## src/rtl/pq_enq_fifo.sv

```systemverilog
// Upstream staging FIFO for the shift-register priority queue: buffers producer
// key/value pushes and issues them to the PQ in push order, forwarding dequeues.
package pq_pkg;
  localparam int KEY_WIDTH = 8;
  localparam int VAL_WIDTH = 8;
endpackage

module pq_enq_fifo #(
  parameter int KW    = pq_pkg::KEY_WIDTH,
  parameter int VW    = pq_pkg::VAL_WIDTH,
  parameter int DEPTH = 4,
  parameter int CNTW  = 16
) (
  input  logic                         clk,
  input  logic                         rst,
  input  logic                         in_push,
  input  logic [KW+VW-1:0]             kv_in,
  output logic                         in_ready,
  input  logic                         deq_req,
  input  logic                         pq_full,
  input  logic                         pq_empty,
  output logic [KW+VW-1:0]             pq_kvi,
  output logic                         pq_enq,
  output logic                         pq_deq,
  output logic [$clog2(DEPTH+1)-1:0]   level,
  output logic                         ovf,
  output logic                         deq_drop,
  output logic [CNTW-1:0]              enq_cnt
);
  localparam int AW = $clog2(DEPTH);
  localparam int LW = $clog2(DEPTH+1);

  logic [KW+VW-1:0] mem_q [DEPTH];
  logic [AW-1:0]    rd_ptr_q, rd_ptr_d;
  logic [AW-1:0]    wr_ptr_q, wr_ptr_d;
  logic [LW-1:0]    level_q, level_d;
  logic             ovf_q, ovf_d;
  logic             deq_drop_q, deq_drop_d;
  logic [CNTW-1:0]  enq_cnt_q, enq_cnt_d;
  logic             push_ok;

  // Producer handshake: a push transfers when in_push && in_ready at the rising
  // edge; in_ready depends only on the registered level, never on a same-cycle pop.
  assign in_ready = (level_q < LW'(DEPTH));
  assign push_ok  = in_push && in_ready;

  // A full PQ still takes an enqueue when it is dequeued in the same cycle.
  assign pq_deq   = deq_req && !pq_empty;
  assign pq_enq   = (level_q != '0) && (!pq_full || pq_deq);
  assign pq_kvi   = mem_q[rd_ptr_q];

  assign level    = level_q;
  assign ovf      = ovf_q;
  assign deq_drop = deq_drop_q;
  assign enq_cnt  = enq_cnt_q;

  always_comb begin
    rd_ptr_d   = rd_ptr_q;
    wr_ptr_d   = wr_ptr_q;
    level_d    = level_q;
    ovf_d      = ovf_q || (in_push && !in_ready);
    deq_drop_d = deq_req && pq_empty;
    enq_cnt_d  = enq_cnt_q;
    if (push_ok) wr_ptr_d = wr_ptr_q + AW'(1);
    if (pq_enq) begin
      rd_ptr_d = rd_ptr_q + AW'(1);
      if (enq_cnt_q != '1) enq_cnt_d = enq_cnt_q + CNTW'(1);
    end
    case ({push_ok, pq_enq})
      2'b10:   level_d = level_q + LW'(1);
      2'b01:   level_d = level_q - LW'(1);
      default: level_d = level_q;
    endcase
  end

  // Storage is deliberately not reset; the head is meaningless while level is 0.
  always_ff @(posedge clk) begin
    if (!rst && push_ok) mem_q[wr_ptr_q] <= kv_in;
  end

  always_ff @(posedge clk) begin
    if (rst) begin
      rd_ptr_q   <= '0;
      wr_ptr_q   <= '0;
      level_q    <= '0;
      ovf_q      <= 1'b0;
      deq_drop_q <= 1'b0;
      enq_cnt_q  <= '0;
    end else begin
      rd_ptr_q   <= rd_ptr_d;
      wr_ptr_q   <= wr_ptr_d;
      level_q    <= level_d;
      ovf_q      <= ovf_d;
      deq_drop_q <= deq_drop_d;
      enq_cnt_q  <= enq_cnt_d;
    end
  end
endmodule

```

## config.mk

```make
export PLATFORM = sky130hd
export DESIGN_NAME = pq_enq_fifo
export DESIGN_NICKNAME = d
export VERILOG_FILES = /design/src/rtl/pq_enq_fifo.sv
export SDC_FILE = /design/constraint.sdc
export NUM_CORES = 1
export LEC_CHECK = 0
export ABC_AREA = 1
export CAP_MARGIN = 20
export CORE_UTILIZATION = 54
export DETAILED_ROUTE_END_ITERATION = 10
export GPL_TIMING_DRIVEN = 0
export PLACE_DENSITY_LB_ADDON = 0.08
export SLEW_MARGIN = 30
export SYNTH_ARGS = -nofsm -noshare
export SYNTH_HDL_FRONTEND = slang
export SYNTH_SLANG_ARGS = --single-unit
```

## constraint.sdc

```tcl
create_clock -name clk -period 3.9 [get_ports clk]
set_input_delay 1.17 -clock clk [delete_from_list [all_inputs] [get_ports clk]]
set_output_delay 1.17 -clock clk [all_outputs]
set_load 0.01 [all_outputs]
```

==> run summary <==
==================================================================================================
Dominant cell type by area after synthesis                                            sky130_fd_sc_hd__edfxtp_1
Post-detailed-route count of antenna-violating nets                                              0
Cell at the root of the clock tree                                                    sky130_fd_sc_hd__clkbuf_8
Post-route worst hold slack                                                               0.489 ns
RSZ-0062 raised after global routing                                                         false
Final hold violation count                                                                       0
Run status                                                                            finished, final reports clean
Type of the most critical hold path                                                   register to register
Slowest stage cell on the critical path                                               sky130_fd_sc_hd__clkdlybuf4s50_1
Launch point of the critical path                                                         pq_empty
Post-layout worst setup margin                                                            0.429 ns
Via count of the first global-routing pass                                                    2807
Maximum root-to-sink buffer count                                                                2
Worst path required time                                                                   2.73 ns
Width of the die                                                                           87.3 um
Cells after synthesis                                                                          385
Tot GR Track Use                                                                             24.3%
Detailed Route WL                                                                          8.70 mm
Number of standard cells in the final layout excluding fillers                                 561
Clock insertion delay at the later pin of the skew report                                  0.36 ns
Vertical extent of the die                                                                 87.3 um
Number of distinct library cells after synthesis                                                27
Power per unit of standard cell area                                                   539 nW/um^2
Min Tclk post-route                                                                        3.47 ns
Number of placement rows                                                                        30
Wire length per cell                                                                       15.5 um
Start of the worst register-to-register path                                              level[2]
Sequential element share of the synthesized area                                             62.7%
Initial antenna violation count                                                                  0
Ranking of synthesized cells by area                                                  sky130_fd_sc_hd__edfxtp_1 (49%), sky130_fd_sc_hd__dfxtp_1 (14%), sky130_fd_sc_hd__nor2_1 (7.1%)
Relative area change from synthesis to final layout                                          24.6%
Number of clock sinks                                                                           91
Largest delay contributor family on the critical path                                 buffers and inverters
DRC violation count after routing                                                                0
Drt via density                                                                               5.41
Setup violations, final                                                                          0
Reported leakage power                                                                     1.76 nW
Crit path launch type                                                                   input port
Worst path cell trace                                                                 clkdlybuf4s50_1 > inv_1 > nand2_1 > nand2_1 > nand2_2 > inv_4 > dlymetal6s2s_1
Most common library cells after synthesis                                             sky130_fd_sc_hd__nor2_1 (74), sky130_fd_sc_hd__edfxtp_1 (64), sky130_fd_sc_hd__nand2_1 (50), sky130_fd_sc_hd__o21ai_0 (29), sky130_fd_sc_hd__dfxtp_1 (27)
Clock skew after layout                                                                  0.0124 ns
Arrival time at the worst endpoint                                                         2.30 ns
Placed wire-length estimate after detailed placement                                       6.03 mm
Global-route wire length before repair                                                     13.8 mm
Maximum Capacitance Violations                                                                   0
Weighted congestion reported at the end of routability-driven placement                      0.904
I/O pins                                                                                        62
Post-CTS Hold Buffers                                                                            0
# H-tree levels                                                                                  3
Fmax achieved                                                                              288 MHz
Die Outline Area                                                                        7620 sq um
Yosys warning count                                                                              0
DP Worst Slack                                                                           0.0173 ns
Proportion of layout cells with a drive suffix above 1                                       11.4%
Post-detailed-placement cell area                                                       4710 sq um
Inserted Diodes                                                                                  0
Peak per-stage delay on the critical path                                                  0.48 ns
Total buffers and inverters traversed by the critical path                                       4
Clock transition time at the flip-flop clock pins of the worst setup and hold paths        0.09 ns
Starting Density                                                                             56.9%
TritonCTS clock tree                                                                         built
Count of input and output buffers                                                               60
Maximum number of pins on one net before global-route repair                                    18
Worst hold path startpoint                                                                     ovf
DRC marker count from the first detailed-route iteration                                       176
Crit Path Max Fanout                                                                             8
Setup_tns                                                                                     0 ns
Total iterations of the first detailed-routing run                                               4
Part of the cycle the worst path needs                                                       89.0%
Highest ir drop seen on vdd                                                             0.000321 V
Number of vias in the routed layout                                                           3034
Remaining global-route overflow                                                                  0
Max-slew violation total from the final report                                                   0
Count of flip-flops with a built-in enable after synthesis                                      64
#FFs+latches synth                                                                              91
Cell seen most often among critical-path stages                                       sky130_fd_sc_hd__nand2_1
WS Path Type                                                                          input port to output pin
Most common cell in the netlist                                                       sky130_fd_sc_hd__nor2_1
Ys async rst share                                                                              0%
Share of the synthesized area in the top cell type                                           48.9%
Synthesized cell area                                                                   3930 sq um
Worst-margin pin slew                                                                     0.669 ns
Placed instance count                                                                          545
Setup bufs post-CTS                                                                              0
Critical Path Sink Type                                                                 output pin
Worst relative slew slack                                                                    55.4%
Area of the core                                                                        6910 sq um
Total CTS buffers                                                                                9
Final design area excluding fillers                                                     4890 sq um
Total nets after synthesis                                                                     414
Nets@finish                                                                                    489
Mean Syn Cell Area                                                                      10.2 sq um
Most instantiated flip-flop cell in the synthesis netlist                             sky130_fd_sc_hd__edfxtp_1
==================================================================================================
[per-stage QoR]
stage | total power (W) | utilization [%]
3_5_place_dp | 0.00206 | 68.2
6_report | 0.00264 | 70.9
5_1_grt | 0.00277 | 70.9
3_3_place_gp | 0.00203 | 67.3
2_1_floorplan | 0.00164 | -
4_1_cts | 0.00265 | 70.8
[routing by layer]
layer  global-route usage, %  share of wire, %  vias up
met5                       0                 0        -
met4                    11.8               2.6        0
met3                    3.22               6.1       19
met2                    41.4                48      124
met1                    30.8                43     1413
li1                        -                 -     1478
[tightest hold or removal path, cell delays in order (launching register included)]
cell and delay, ns:
sky130_fd_sc_hd__dfxtp_1 0.34, sky130_fd_sc_hd__a21oi_1 0.04, sky130_fd_sc_hd__nor2_1 0.07
[path summary, 6_finish.rpt]
check	cells past startpoint	end	slack [ns]
hold reg to reg	2	ovf	0.49
setup reg to reg	11	level[2]	1.84
hold / removal	2	ovf	0.49
setup / recovery	7	pq_enq	0.43
[cell usage in the layout (no fill, tap or decap), types with 3 or more instances in the layout]
cell type,n
sky130_fd_sc_hd__a21oi_1,19
sky130_fd_sc_hd__a21oi_2,3
sky130_fd_sc_hd__clkbuf_1,9
sky130_fd_sc_hd__clkbuf_8,9
sky130_fd_sc_hd__clkdlybuf4s50_1,59
sky130_fd_sc_hd__dfxtp_1,27
sky130_fd_sc_hd__edfxtp_1,64
sky130_fd_sc_hd__ha_1,6
sky130_fd_sc_hd__inv_1,22
sky130_fd_sc_hd__inv_2,7
sky130_fd_sc_hd__nand2_1,50
sky130_fd_sc_hd__nand2_2,4
sky130_fd_sc_hd__nand2_4,4
sky130_fd_sc_hd__nand3_1,17
sky130_fd_sc_hd__nand4_1,6
sky130_fd_sc_hd__nor2_1,70
sky130_fd_sc_hd__nor2_2,8
sky130_fd_sc_hd__nor2_4,3
sky130_fd_sc_hd__o21ai_0,29
sky130_fd_sc_hd__o21ai_1,12
sky130_fd_sc_hd__o22ai_1,16
[power breakdown]
group          leakage (nW)  switching [W]  internal [W]  total (W)
clock network        0.0835       0.000348      0.000239   0.000587
registers             0.801      0.0000587       0.00112    0.00118
logic                 0.871       0.000493      0.000376   0.000869
total                  1.76       0.000900       0.00174    0.00264
[sequential cells by signal (all words and copies together), names as in the netlist, named ones only]
signal / count
wr_ptr_q: 2
deq_drop: 1
level: 3
mem_q: 64
enq_cnt: 16
rd_ptr_q: 2
ovf: 1
[cell families (layout without fill, tap and decap cells)]
logic type | Yosys count | in the layout | synth area share [%]
DFF | 91 | 91 | 62.7
AOI/OAI and AO/OA | 80 | 80 | 11.0
and+or+nand+nor | 166 | 166 | 19.8
buffers and inverters | 41 | 121 | 4.01
adders and majority gates | 7 | 7 | 2.42
[timing repair]
| action | CTS | global route |
|---|---|---|
| gates resized for setup | 0 | 2 |
| endpoints found under the setup margin | 0 | 1 |
| hold endpoints to repair | 0 | 0 |
[area by class of cell]
type / count / area [sq um]
sequential: 91 / 2460
clock buffer: 10 / 128
clock inverter: 6 / 50.0
multi-input combinational: 253 / 1320
inverter: 31 / 119
tap: 96 / 120
timing repair buffer: 64 / 656
fill: 533 / 2010
buffer: 10 / 41.3
Power figures use the tool's default switching activity.
